## config.mk

```make
export PLATFORM = sky130hd
export DESIGN_NAME = haar_stage_scheduler
export DESIGN_NICKNAME = d
export VERILOG_FILES = /design/src/rtl/haar_stage_scheduler.sv
export SDC_FILE = /design/constraint.sdc
export NUM_CORES = 1
export LEC_CHECK = 0
export CORE_MARGIN = 10
export CORE_UTILIZATION = 30
export CTS_CLUSTER_SIZE = 8
export DETAILED_ROUTE_END_ITERATION = 10
export DONT_BUFFER_PORTS = 1
export RECOVER_POWER = 100
export SYNTH_ARGS = -nofsm -noshare
export SYNTH_HDL_FRONTEND = slang
export SYNTH_SLANG_ARGS = --single-unit
```

## constraint.sdc

```tcl
create_clock -name clk_fpga -period 2.1 [get_ports clk_fpga]
set_input_delay 0 -clock clk_fpga [delete_from_list [all_inputs] [get_ports clk_fpga]]
set_output_delay 0 -clock clk_fpga [all_outputs]
set_load 0.005 [all_outputs]
```

## src/rtl/haar_stage_scheduler.sv

```systemverilog
// haar_stage_scheduler
//
// Sequences the stages of a Haar cascade for one detection window. For each
// stage it pulses a one-hot read enable to that stage's database reader. It
// waits for the reader's end-of-database flag and then for the stage
// pass/fail result. It either moves on to the next stage or finishes. A
// saturating per-stage timer turns a stalled stage into a timed-out
// evaluation.
//
// Ports
//   clk_fpga        in   clock, rising edge
//   reset_fpga      in   asynchronous reset, active low
//   i_start         in   request evaluation of one window (accepted in idle only)
//   i_abort         in   cancel the evaluation in progress
//   i_end_database  in   per-stage end-of-database flags [NUM_STAGES]
//   i_stage_valid   in   stage result valid
//   i_stage_pass    in   stage result, 1 = pass (qualified by i_stage_valid)
//   o_rden          out  one-hot read-enable pulse per stage [NUM_STAGES]
//   o_stage         out  active / last evaluated stage index [STAGE_WIDTH]
//   o_busy          out  high whenever not idle
//   o_done          out  one-cycle pulse at the end of an evaluation
//   o_face          out  all stages passed
//   o_timeout       out  last evaluation ended by timeout
module haar_stage_scheduler #(
  parameter int unsigned NUM_STAGES     = 8,
  parameter int unsigned STAGE_WIDTH    = 4,
  parameter int unsigned TIMEOUT_CYCLES = 4095
) (
  input  logic                   clk_fpga,
  input  logic                   reset_fpga,
  input  logic                   i_start,
  input  logic                   i_abort,
  input  logic [NUM_STAGES-1:0]  i_end_database,
  input  logic                   i_stage_valid,
  input  logic                   i_stage_pass,
  output logic [NUM_STAGES-1:0]  o_rden,
  output logic [STAGE_WIDTH-1:0] o_stage,
  output logic                   o_busy,
  output logic                   o_done,
  output logic                   o_face,
  output logic                   o_timeout
);

  localparam int unsigned TimerWidth = 12;
  localparam logic [TimerWidth-1:0] TimerMax  = TimerWidth'(TIMEOUT_CYCLES);
  // The deadline fires in the cycle whose increment makes the timer reach
  // TIMEOUT_CYCLES, so a stage gets exactly TIMEOUT_CYCLES wait cycles.
  localparam logic [TimerWidth-1:0] TimerLast = TimerWidth'(TIMEOUT_CYCLES - 1);
  localparam logic [STAGE_WIDTH-1:0] LastStage = STAGE_WIDTH'(NUM_STAGES - 1);

  typedef enum logic [2:0] {
    StIdle,
    StIssue,
    StWaitEnd,
    StWaitResult,
    StDone
  } state_e;

  state_e                 r_state;
  logic [NUM_STAGES-1:0]  r_rden;
  logic [STAGE_WIDTH-1:0] r_stage;
  logic                   r_busy;
  logic                   r_done;
  logic                   r_face;
  logic                   r_timeout;
  logic [TimerWidth-1:0]  r_timer;

  logic [STAGE_WIDTH-1:0] w_stage_next;
  logic [NUM_STAGES-1:0]  w_cur_onehot;
  logic [NUM_STAGES-1:0]  w_next_onehot;
  logic                   w_end_hit;
  logic                   w_deadline;
  logic [TimerWidth-1:0]  w_timer_inc;

  assign w_stage_next  = r_stage + 1'b1;
  assign w_cur_onehot  = NUM_STAGES'(1) << r_stage;
  assign w_next_onehot = NUM_STAGES'(1) << w_stage_next;
  // Only the active stage's end flag matters; the others are masked off.
  assign w_end_hit     = |(i_end_database & w_cur_onehot);
  assign w_deadline    = (r_timer >= TimerLast);
  assign w_timer_inc   = (r_timer == TimerMax) ? r_timer : r_timer + 1'b1;

  always_ff @(posedge clk_fpga or negedge reset_fpga) begin
    if (!reset_fpga) begin
      r_state   <= StIdle;
      r_rden    <= '0;
      r_stage   <= '0;
      r_busy    <= 1'b0;
      r_done    <= 1'b0;
      r_face    <= 1'b0;
      r_timeout <= 1'b0;
      r_timer   <= '0;
    end else begin
      // Pulse outputs default low; only the transitions below raise them.
      r_rden <= '0;
      r_done <= 1'b0;

      if (r_state != StIdle && i_abort) begin
        // Abort beats every other transition; o_timeout is left untouched.
        r_state <= StIdle;
        r_busy  <= 1'b0;
        r_face  <= 1'b0;
      end else begin
        unique case (r_state)
          StIdle: begin
            if (i_start) begin
              r_state   <= StIssue;
              r_busy    <= 1'b1;
              r_stage   <= '0;
              r_rden    <= NUM_STAGES'(1);
              r_face    <= 1'b0;
              r_timeout <= 1'b0;
            end
          end

          StIssue: begin
            r_timer <= '0;
            r_state <= StWaitEnd;
          end

          StWaitEnd: begin
            r_timer <= w_timer_inc;
            // End flag on the deadline cycle still wins over the timeout.
            if (w_end_hit) begin
              r_state <= StWaitResult;
            end else if (w_deadline) begin
              r_state   <= StDone;
              r_done    <= 1'b1;
              r_timeout <= 1'b1;
              r_face    <= 1'b0;
            end
          end

          StWaitResult: begin
            r_timer <= w_timer_inc;
            if (i_stage_valid) begin
              if (!i_stage_pass) begin
                // Rejected: o_stage keeps the rejecting stage.
                r_state <= StDone;
                r_done  <= 1'b1;
                r_face  <= 1'b0;
              end else if (r_stage == LastStage) begin
                r_state <= StDone;
                r_done  <= 1'b1;
                r_face  <= 1'b1;
              end else begin
                // Raise the next read enable directly so it appears one
                // cycle after the result.
                r_state <= StIssue;
                r_stage <= w_stage_next;
                r_rden  <= w_next_onehot;
              end
            end else if (w_deadline) begin
              r_state   <= StDone;
              r_done    <= 1'b1;
              r_timeout <= 1'b1;
              r_face    <= 1'b0;
            end
          end

          StDone: begin
            r_state <= StIdle;
            r_busy  <= 1'b0;
          end

          default: begin
            r_state <= StIdle;
            r_busy  <= 1'b0;
          end
        endcase
      end
    end
  end

  assign o_rden    = r_rden;
  assign o_stage   = r_stage;
  assign o_busy    = r_busy;
  assign o_done    = r_done;
  assign o_face    = r_face;
  assign o_timeout = r_timeout;

endmodule
```

Word-level counts from Yosys, hierarchy flattened
Index checks and enable logic that the tools add are counted.
{"block": "totals", "out_inout_bits": 16, "ff_bits": 31}
{"block": "classes", "n_shift": 2, "magnitude_cmp": 1, "muxes": 43, "eq_ne": 16, "add_sub_neg": 2, "bitwise_logic": 2, "n_reduce_logical": 15}
{"operator": "$mux 8", "n": 4}
{"operator": "$pmux 12 s2", "n": 1}
{"operator": "$mux 3", "n": 7}
{"operator": "$mux 1", "n": 19}
{"operator": "$mux 4", "n": 4}
{"operator": "$pmux 8 s2", "n": 1}
{"operator": "$shl 1x4->8 const A", "n": 2}
{"operator": "$ne 2x2->1 const B", "n": 7}
{"operator": "$add 12x1->12 const B", "n": 1}
{"operator": "$eq 12x12->1 const B", "n": 1}
{"operator": "$ge 12x12->1 const B", "n": 1}
{"operator": "$mux 12", "n": 1}
{"operator": "$pmux 3 s4", "n": 1}
{"operator": "$and 8x8->8", "n": 1}
{"operator": "$pmux 4 s2", "n": 1}
{"operator": "$reduce_or 8->1", "n": 1}
{"operator": "$eq 3x2->1 const B", "n": 2}
{"operator": "$ne 3x3->1 const B", "n": 2}
{"operator": "$pmux 1 s3", "n": 2}
{"operator": "$reduce_and 6->1", "n": 1}
{"operator": "$reduce_bool 3->1", "n": 2}
{"operator": "$ne 5x5->1 const B", "n": 1}
{"operator": "$reduce_and 5->1", "n": 1}
{"operator": "$add 4x1->4 const B", "n": 1}
{"operator": "other kinds (14)", "n": 16}

Longest topological paths before layout
Gate-level depths: netlist of the first run.
{"block": "logic_depth", "word_depth": 7, "ltp_mapped": 7, "ltp_nobuf": 7}

Worst setup path after synthesis of the first run
Ideal clock, no wire load.
{"block": "synth_path", "kind": "reg-to-reg", "from": "register r_stage[0] (netlist: o_stage[0])", "to": "register r_state[1]", "arrival_time_ns": 1.728, "path_stages_with_launch": 8, "setup_slack_ns": 0.288, "required_ns": 2.016, "cell_sequence": "dfrtp_1 inv_1 ha_1 a222oi_1 mux2_2 a2111oi_2 nor2_1 a21boi_0"}
{"block": "synth_between", "elab_chain_len": 6}
{"item": "from (decl)", "line_no": "61", "text": "logic [STAGE_WIDTH-1:0] r_stage;"}
{"item": "from (signal assigned)", "line_no": "150", "text": "r_stage <= w_stage_next;"}
{"item": "$shl 1x4->8", "line_no": "76", "text": "assign w_cur_onehot = NUM_STAGES'(1) << r_stage;"}
{"item": "$and 8x8->8", "line_no": "79", "text": "assign w_end_hit = |(i_end_database & w_cur_onehot);"}
{"item": "$reduce_or 8->1", "line_no": "79"}
{"item": "$mux 3", "line_no": "124", "text": "if (w_end_hit) begin"}
{"item": "$pmux 3 s4", "line_no": "104", "text": "unique case (r_state)"}
{"item": "$mux 3", "line_no": "98", "text": "if (r_state != StIdle && i_abort) begin"}
{"item": "to (signal assigned)", "line_no": "100", "text": "r_state <= StIdle;"}
{"item": "to (signal assigned)", "line_no": "107", "text": "r_state <= StIssue;"}
{"item": "to (signal assigned)", "line_no": "125", "text": "r_state <= StWaitResult;"}
{"item": "to (decl)", "line_no": "59", "text": "state_e r_state;"}
Every way passes these cells.
A chain may end at the register's enable or synchronous reset.

Final worst setup path of the first run
Ends and elaborated chain as after synthesis.

==> flow_summary.html, run 1 <==
<table>
<tr><th>Metric</th><th>Value</th></tr>
<tr><th colspan="2">Global routing</th></tr>
<tr><td>Combined global-route utilization of all metal layers</td><td>9.653%</td></tr>
<tr><td>Pin count of the biggest net entering global routing</td><td>32</td></tr>
<tr><td>Initial antenna violation count</td><td>0</td></tr>
<tr><td>GRT Residual Overflow</td><td>0</td></tr>
<tr><td>First-pass GRT wire length</td><td>6.920 mm</td></tr>
<tr><td>Number of global-route vias before repair</td><td>1340</td></tr>
<tr><th colspan="2">Place</th></tr>
<tr><td>Detailed placement HPWL</td><td>3.015 mm</td></tr>
<tr><td>Placer's final routability congestion estimate</td><td>0.8480</td></tr>
<tr><td>Port Buf Inserts</td><td>0</td></tr>
<tr><td>Post-Place Setup Slack</td><td>0.09982 ns</td></tr>
<tr><th colspan="2">Yosys</th></tr>
<tr><td>Most common library cells after synthesis</td><td>sky130_fd_sc_hd__dfrtp_1, sky130_fd_sc_hd__nand2_1, sky130_fd_sc_hd__o21ai_0, sky130_fd_sc_hd__nor2_1, sky130_fd_sc_hd__nand3_1</td></tr>
<tr><td>Unique masters post-synth</td><td>49</td></tr>
<tr><td>Post-synthesis sequential area ratio</td><td>45.03%</td></tr>
<tr><td>Top cells by area in the synthesized netlist</td><td>sky130_fd_sc_hd__dfrtp_1, sky130_fd_sc_hd__ha_1, sky130_fd_sc_hd__o21ai_0</td></tr>
<tr><td>Proportion of netlist area held by the largest area contributor</td><td>45.03%</td></tr>
<tr><td>Synth warnings</td><td>0</td></tr>
<tr><td>Leading area contributor after synthesis</td><td>sky130_fd_sc_hd__dfrtp_1</td></tr>
<tr><td>EDFF count, synth</td><td>0</td></tr>
<tr><td>Register bit total from synthesis</td><td>31</td></tr>
<tr><td>Fraction of synthesis flops using an asynchronous set or reset pin</td><td>100.0%</td></tr>
<tr><td>Most numerous cell in the Yosys netlist</td><td>sky130_fd_sc_hd__dfrtp_1</td></tr>
<tr><td>Number of standard cells after synthesis</td><td>177</td></tr>
<tr><td>Syn Std Cell Area</td><td>0.001723 mm²</td></tr>
<tr><td>Synthesized net count</td><td>199</td></tr>
<tr><td>Avg Inst Size Synth</td><td>9.734 µm²</td></tr>
<tr><td>Top flip-flop cell by instance count after synthesis</td><td>sky130_fd_sc_hd__dfrtp_1</td></tr>
<tr><th colspan="2">CTS</th></tr>
<tr><td>CTS clk-pin slew, worst paths</td><td>0.06 ns</td></tr>
<tr><td>Number of levels the H-tree was split into</td><td>2</td></tr>
<tr><td>Insertion delay of the later-clocked pin in the worst-skew pair</td><td>0.28 ns</td></tr>
<tr><td>Buffer depth of the longest clock path</td><td>2</td></tr>
<tr><td>Clock tree from TritonCTS</td><td>done</td></tr>
<tr><td>Root buffer cell</td><td>sky130_fd_sc_hd__clkbuf_8</td></tr>
<tr><td>Clock sinks</td><td>31</td></tr>
<tr><td>Post-CTS setup buffer count</td><td>0</td></tr>
<tr><td>Total clock buffers created by CTS</td><td>5</td></tr>
<tr><th colspan="2">Drt</th></tr>
<tr><td>Routed wire length</td><td>4.077 mm</td></tr>
<tr><td>Number of optimization iterations in the first detailed-route pass</td><td>4</td></tr>
<tr><td>Initial DRC Count</td><td>71</td></tr>
<tr><td>WL/cell</td><td>15.44 µm</td></tr>
<tr><td>Via count</td><td>1389</td></tr>
<tr><td>Antenna Violating Nets Remaining</td><td>0</td></tr>
<tr><td>Via density</td><td>5.261</td></tr>
<tr><td>Number of DRC violations after detailed routing</td><td>0</td></tr>
<tr><th colspan="2">Floorplan</th></tr>
<tr><td>Die area</td><td>0.009174 mm²</td></tr>
<tr><td>Core area</td><td>0.005540 mm²</td></tr>
<tr><td>Rows</td><td>27</td></tr>
<tr><td>Number of I/O pins</td><td>30</td></tr>
<tr><td>Die span in y</td><td>95.78 µm</td></tr>
<tr><td>Starting utilization of the core area</td><td>31.10%</td></tr>
<tr><td>Die extent in x</td><td>95.78 µm</td></tr>
<tr><th colspan="2">Critical path</th></tr>
<tr><td>Highest fanout seen on the critical path</td><td>5</td></tr>
<tr><td>Buffers plus inverters on the worst setup path</td><td>1</td></tr>
<tr><td>Arr. time, crit path</td><td>2.13 ns</td></tr>
<tr><td>Startpoint type of the worst setup path</td><td>register</td></tr>
<tr><td>Slowest stage delay, CP</td><td>0.44 ns</td></tr>
<tr><td>Endpoint kind of the worst setup timing path</td><td>register</td></tr>
<tr><td>CP max-delay cell</td><td>sky130_fd_sc_hd__dfrtp_1</td></tr>
<tr><td>Type of the worst setup path</td><td>reg -&gt; reg</td></tr>
<tr><td>Worst reg2reg path depth</td><td>7</td></tr>
<tr><td>Required time at the worst-slack endpoint</td><td>2.30 ns</td></tr>
<tr><td>Critical Path, Cell by Cell</td><td>inv_1 &gt; ha_1 &gt; a222oi_1 &gt; mux2_2 &gt; a2111oi_4 &gt; nor2_1 &gt; a21boi_0</td></tr>
<tr><td>Top Family by Delay on Critical Path</td><td>compound AO/OA/AOI/OAI gates</td></tr>
<tr><td>Critical Path Stages</td><td>7</td></tr>
<tr><th colspan="2">Finish</th></tr>
<tr><td>Layout filler cell count</td><td>594</td></tr>
<tr><td>Antenna cells</td><td>0</td></tr>
<tr><td>Final Net Count</td><td>214</td></tr>
<tr><td>Synthesis-to-finish area growth</td><td>15.25%</td></tr>
<tr><td>Util after Layout</td><td>35.84%</td></tr>
<tr><td>Ratio of cells with drive above 1 in the final layout</td><td>10.94%</td></tr>
<tr><th colspan="2">STA</th></tr>
<tr><td>Final hold violation count</td><td>0</td></tr>
<tr><td>Period utilisation layout</td><td>92.22%</td></tr>
<tr><td>Count of final max-slew check failures</td><td>0</td></tr>
<tr><td>Worst Setup Slack, final</td><td>0.1635 ns</td></tr>
<tr><td>Transition time at the pin with the least slew margin</td><td>1.413 ns</td></tr>
<tr><td>Worst setup skew after layout</td><td>0.009128 ns</td></tr>
<tr><td>Achievable Freq</td><td>516.4 MHz</td></tr>
<tr><td>Final hold slack</td><td>0.02163 ns</td></tr>
<tr><td>Final setup violation count</td><td>0</td></tr>
<tr><td>Total negative setup slack</td><td>0 ns</td></tr>
<tr><td>Setup repair after global routing missed its margin</td><td>no</td></tr>
<tr><td>Clock period minus worst slack</td><td>1.937 ns</td></tr>
<tr><td>Relative max-transition margin</td><td>5.825%</td></tr>
<tr><th colspan="2">Worst hold path</th></tr>
<tr><td>Cell depth of the worst min-delay path</td><td>2</td></tr>
<tr><td>Worst hold path class</td><td>in -&gt; reg</td></tr>
<tr><th colspan="2">Outcome</th></tr>
<tr><td>Status</td><td>completed</td></tr>
<tr><th colspan="2">Power</th></tr>
<tr><td>Switching share of power</td><td>33.70%</td></tr>
<tr><td>Switch Pwr</td><td>0.5521 mW</td></tr>
<tr><td>Internal power of the cells</td><td>1.086 mW</td></tr>
<tr><td>Static Leak</td><td>0.8488 nW</td></tr>
<tr><td>Part of the total power dissipated in combinational logic</td><td>26.2%</td></tr>
<tr><td>Power density relative to cell area</td><td>825.2 mW/mm²</td></tr>
<tr><td>Clock network fraction of total power</td><td>28.8%</td></tr>
<tr><td>Flop pwr share</td><td>45.0%</td></tr>
<tr><td>Total power after layout</td><td>1.639 mW</td></tr>
<tr><td>Worst ir drop on vdd</td><td>0.0004945 V</td></tr>
<tr><th colspan="2">Run</th></tr>
<tr><td>Number of max-cap violations</td><td>0</td></tr>
</table>
[worst paths after layout]
check | start | endpoint | slack [ns]
min in group asynchronous | reset_fpga | r_timer[0] | 0.67
max reg2reg | o_stage[0] | r_state[1] | 0.16
min | i_start | o_busy | 0.02
max in group asynchronous | reset_fpga | o_stage[1] | 0.59
max | o_stage[0] | r_state[1] | 0.16
min reg2reg | r_timer[7] | r_timer[7] | 0.52
[layout by cell type, fill, tap and decap left out, drive strengths merged, types with 2 or more instances in the layout]
cell type	Yosys	layout
buf	3	4
nor2	13	13
o21ai	17	17
dlygate4sd3	0	4
nand4	4	4
mux2i	2	2
inv	6	6
a21oi	8	8
o211ai	2	2
nand2	15	15
mux2	2	2
a31oi	2	2
and3	6	6
nor3	5	5
a222oi	2	2
clkbuf	3	11
xor2	2	2
nor2b	2	2
o32ai	2	2
nand3	10	10
and2	7	7
dfrtp	31	31
ha	8	8
a21boi	2	2
o31ai	4	4
and4	2	2
[layout make-up]
cell class / count / area (µm²) / share of cell area [%]
multi-input combinational: 134 / 908.4 / 45.75
sequential: 31 / 775.7 / 39.07
timing repair buffer: 14 / 101.3 / 5.104
tap: 72 / 90.09 / 4.537
clock buffer: 6 / 82.58 / 4.159
inverter: 6 / 22.52 / 1.134
clock inverter: 1 / 5.005 / 0.2520
[kinds of logic (layout without fill, tap and decap cells)]
logic type      Yosys count  count (layout)  share of synthesized area [%]
xor+xnor                  3               3                          1.525
compound gates           49              49                          19.39
buf+inv                  12              27                          3.631
mux                       4               4                          2.469
fa+ha+maj                 8               8                          5.810
flops                    31              31                          45.03
simple gates             70              70                          22.15
[worst reg2reg max path: stages, from the launching register on]
cell and delay (ns):
sky130_fd_sc_hd__dfrtp_1 0.44, sky130_fd_sc_hd__inv_1 0.14, sky130_fd_sc_hd__ha_1 0.21, sky130_fd_sc_hd__a222oi_1 0.11
sky130_fd_sc_hd__mux2_2 0.32, sky130_fd_sc_hd__a2111oi_4 0.40, sky130_fd_sc_hd__nor2_1 0.08, sky130_fd_sc_hd__a21boi_0 0.16
[timing repair]
item                                    in CTS  in global routing
resized for setup                            0                  3
endpoints found under the hold margin       43                  1
endpoints found under the setup margin       0                  4
hold buffers                                 4                  1
[state kept, by name, summed over array words and instances, names as in the netlist]
| register | flops |
|---|---|
| r_timer | 12 |
| o_rden | 8 |
| o_stage | 4 |
| r_state | 3 |
| o_busy | 1 |
| o_done | 1 |
| o_face | 1 |
| o_timeout | 1 |
[per-stage QoR]
step                cell area (µm²)  cells
finish                         1986    264
global route                   1986    264
CTS                            1978    263
detailed placement             1841    252
global placement               1841    252
floorplan                      1723    177
[routing by layer]
| layer | track usage [%] | share of wire (%) |
|---|---|---|
| met1 | 12.10 | 47 |
| met2 | 15.29 | 46 |
| met3 | 2.879 | 5.9 |
| met4 | 3.686 | 1.2 |
| met5 | 0 | 0 |
[power groups by stage]
stage                     combinational, mW  clock [mW]  sequential, mW
after floorplan                       0.335           0           0.715
after global placement                0.419           0           0.749
after detailed placement              0.419           0           0.747
after CTS                             0.443       0.493           0.738
after global routing                  0.491       0.517           0.751
final                                 0.430       0.471           0.737
No activity file was read; power rests on OpenSTA's default activity.
==> run 2: changes to the inputs <==
CELL_PAD_IN_SITES_DETAIL_PLACEMENT = 0   (was default)
CELL_PAD_IN_SITES_GLOBAL_PLACEMENT = 1   (was default)
PLACE_DENSITY_LB_ADDON = 0.1   (was default)
==> flow_summary.html, run 2 (synthesis results as in run 1) <==
<table>
<tr><th>Metric</th><th>Value</th></tr>
<tr><th colspan="2">Outcome</th></tr>
<tr><td>Status</td><td>finished with violations</td></tr>
<tr><td>Failing checks</td><td>capacitance limit, slew limit</td></tr>
<tr><th colspan="2">Finish</th></tr>
<tr><td>Layout filler cell count</td><td>586 (-1.3%)</td></tr>
<tr><td>Flip-flop count of the largest register after layout</td><td>12 (unchanged)</td></tr>
<tr><td>Most frequent cells in the layout</td><td>sky130_fd_sc_hd__dfrtp_1, sky130_fd_sc_hd__nand2_1, sky130_fd_sc_hd__o21ai_0</td></tr>
<tr><td>Top reg by flops</td><td>r_timer</td></tr>
<tr><td>Antenna cells</td><td>0 (unchanged)</td></tr>
<tr><td>Leading cell type in the layout, fill and taps excluded</td><td>sky130_fd_sc_hd__dfrtp_1</td></tr>
<tr><td>Ratio of cells with drive above 1 in the final layout</td><td>13.50% (+2.6 points)</td></tr>
<tr><td>Final Net Count</td><td>221 (+3.3%)</td></tr>
<tr><td>Synthesis-to-finish area growth</td><td>18.95%</td></tr>
<tr><th colspan="2">Power</th></tr>
<tr><td>Static Leak</td><td>0.8894 nW (+4.8%)</td></tr>
<tr><td>Worst ir drop on vdd</td><td>0.0005649 V (+14%)</td></tr>
<tr><td>Power density relative to cell area</td><td>889.2 mW/mm² (+7.8%)</td></tr>
<tr><td>Total power after layout</td><td>1.822 mW (+11%)</td></tr>
<tr><th colspan="2">Place</th></tr>
<tr><td>Port Buf Inserts</td><td>0 (unchanged)</td></tr>
<tr><td>Placer's final routability congestion estimate</td><td>0.7780 (-8.3%)</td></tr>
<tr><td>Detailed placement HPWL</td><td>3.451 mm (+14%)</td></tr>
<tr><td>Post-Place Setup Slack</td><td>0.001340 ns (-0.09848 ns)</td></tr>
<tr><th colspan="2">Critical path</th></tr>
<tr><td>Origin of the critical flop-to-flop path</td><td>o_stage[1]</td></tr>
<tr><td>Startpoint type of the worst setup path</td><td>register</td></tr>
<tr><td>Highest fanout seen on the critical path</td><td>5 (unchanged)</td></tr>
<tr><td>Arr. time, crit path</td><td>2.14 ns (about the same)</td></tr>
<tr><td>CP Launch Point</td><td>o_stage[1]</td></tr>
<tr><td>Endpoint kind of the worst setup timing path</td><td>register</td></tr>
<tr><td>Type of the worst setup path</td><td>reg -&gt; reg</td></tr>
<tr><td>Required time at the worst-slack endpoint</td><td>2.27 ns (-0.03 ns)</td></tr>
<tr><th colspan="2">Floorplan</th></tr>
<tr><td>Die extent in x</td><td>95.78 µm (unchanged)</td></tr>
<tr><td>Die span in y</td><td>95.78 µm (unchanged)</td></tr>
<tr><td>Number of I/O pins</td><td>30 (unchanged)</td></tr>
<tr><td>Rows</td><td>27 (unchanged)</td></tr>
<tr><td>Die area</td><td>0.009174 mm² (unchanged)</td></tr>
<tr><td>Starting utilization of the core area</td><td>31.10% (unchanged)</td></tr>
<tr><td>Core area</td><td>0.005540 mm² (unchanged)</td></tr>
<tr><th colspan="2">CTS</th></tr>
<tr><td>Number of levels the H-tree was split into</td><td>2 (unchanged)</td></tr>
<tr><td>Clock sinks</td><td>31 (unchanged)</td></tr>
<tr><td>CTS clk-pin slew, worst paths</td><td>0.07 ns (about the same)</td></tr>
<tr><td>Total clock buffers created by CTS</td><td>5 (unchanged)</td></tr>
<tr><td>Buffer depth of the longest clock path</td><td>2 (unchanged)</td></tr>
<tr><td>Root buffer cell</td><td>sky130_fd_sc_hd__clkbuf_8</td></tr>
<tr><td>Clock tree from TritonCTS</td><td>done</td></tr>
<tr><td>Insertion delay of the later-clocked pin in the worst-skew pair</td><td>0.29 ns (about the same)</td></tr>
<tr><th colspan="2">STA</th></tr>
<tr><td>Setup repair after global routing missed its margin</td><td>no</td></tr>
<tr><td>Transition time at the pin with the least slew margin</td><td>1.666 ns (+0.2536 ns)</td></tr>
<tr><td>Final hold violation count</td><td>0 (unchanged)</td></tr>
<tr><td>Worst Setup Slack, final</td><td>0.1294 ns (-0.03411 ns)</td></tr>
<tr><td>Worst setup skew after layout</td><td>0.008089 ns (-0.001038 ns)</td></tr>
<tr><td>Relative max-transition margin</td><td>-11.08% (-17 points)</td></tr>
<tr><td>Total negative setup slack</td><td>0 ns (unchanged)</td></tr>
<tr><td>Clock period minus worst slack</td><td>1.971 ns (+0.03411 ns)</td></tr>
<tr><td>Count of final max-slew check failures</td><td>32 (+32)</td></tr>
<tr><td>Period utilisation layout</td><td>93.84% (+1.6 points)</td></tr>
<tr><td>Achievable Freq</td><td>507.5 MHz (-1.7%)</td></tr>
<tr><td>Final setup violation count</td><td>0 (unchanged)</td></tr>
<tr><th colspan="2">Drt</th></tr>
<tr><td>Routed wire length</td><td>4.557 mm (+12%)</td></tr>
<tr><td>Initial DRC Count</td><td>73 (+2.8%)</td></tr>
<tr><td>Number of DRC violations after detailed routing</td><td>0 (unchanged)</td></tr>
<tr><td>Antenna Violating Nets Remaining</td><td>0 (unchanged)</td></tr>
<tr><td>Via count</td><td>1452 (+4.5%)</td></tr>
<tr><td>Via density</td><td>5.338 (+1.5%)</td></tr>
<tr><td>Number of optimization iterations in the first detailed-route pass</td><td>4 (unchanged)</td></tr>
<tr><td>WL/cell</td><td>16.75 µm (+8.5%)</td></tr>
<tr><th colspan="2">Global routing</th></tr>
<tr><td>GRT Residual Overflow</td><td>0 (unchanged)</td></tr>
<tr><td>Combined global-route utilization of all metal layers</td><td>10.28% (+0.63 points)</td></tr>
<tr><td>Pin count of the biggest net entering global routing</td><td>32 (unchanged)</td></tr>
<tr><td>Number of global-route vias before repair</td><td>1389 (+3.7%)</td></tr>
<tr><td>Initial antenna violation count</td><td>0 (unchanged)</td></tr>
<tr><td>First-pass GRT wire length</td><td>7.334 mm (+6.0%)</td></tr>
<tr><th colspan="2">Worst hold path</th></tr>
<tr><td>Source of the worst hold timing path</td><td>i_abort</td></tr>
<tr><td>Worst hold path class</td><td>in -&gt; reg</td></tr>
<tr><th colspan="2">Run</th></tr>
<tr><td>Number of max-cap violations</td><td>1 (+1)</td></tr>
</table>
run 2: stage by stage:
step	cells	utilization, %	cell area [µm²]	hold WS (ns)
finish	272	36.99	2049	0.02568
detailed placement	257	33.90	1878	-0.2945
global route	272	36.99	2049	0.06523
global placement	257	33.90	1878	-0.2945
CTS	271	37.51	2078	0.01554
floorplan	177	-	1723	-0.2956
run 2: where the power goes:
part / switching, mW / internal (mW) / total, mW
Sequential: 0.0812 / 0.659 / 0.740
Combinational: 0.271 / 0.195 / 0.466
Clock: 0.233 / 0.384 / 0.617
run 2: path summary, 6_finish.rpt:
check | endpoint | slack (ns) | cells past startpoint
max | o_timeout | 0.13 | 7
min | o_done | 0.03 | 3
max reg2reg | o_timeout | 0.13 | 7
min reg2reg | r_timer[7] | 0.50 | 1
max in group asynchronous | r_timer[6] | 0.44 | 2
min in group asynchronous | o_rden[6] | 0.69 | 2
run 2: layout make-up:
cell class / instances / area [µm²] / area share, %
clock buffer: 6 / 82.58 / 4.029
clock inverter: 2 / 35.03 / 1.709
inverter: 6 / 22.52 / 1.099
multi-input combinational: 134 / 888.4 / 43.35
sequential: 31 / 775.7 / 37.85
tap: 72 / 90.09 / 4.396
timing repair buffer: 21 / 155.1 / 7.570
run 2: timing repair:
item / in CTS / in global routing
pin swaps: 0 / 1
buffers inserted: 0 / 1
gates resized for setup: 1 / 1
endpoints found under the hold margin: 41 / 0
hold buffers: 6 / 0
setup endpoints to repair: 1 / 3
run 2: worst max-delay path, stage by stage (launching register included):
cell and delay [ns]:
sky130_fd_sc_hd__dfrtp_1 0.44, sky130_fd_sc_hd__inv_1 0.12, sky130_fd_sc_hd__ha_1 0.21, sky130_fd_sc_hd__a222oi_1 0.11
sky130_fd_sc_hd__mux2_2 0.33, sky130_fd_sc_hd__a2111oi_4 0.35, sky130_fd_sc_hd__clkbuf_4 0.21, sky130_fd_sc_hd__o21ai_0 0.09
run 2: per-layer routing:
metal / GRT usage, % / up-vias / wire (µm)
met5: 0 / - / 0
met4: 3.931 / 0 / 53
met3: 3.268 / 7 / 315
met2: 16.31 / 39 / 2229
met1: 12.73 / 704 / 1958
li1: - / 702 / -
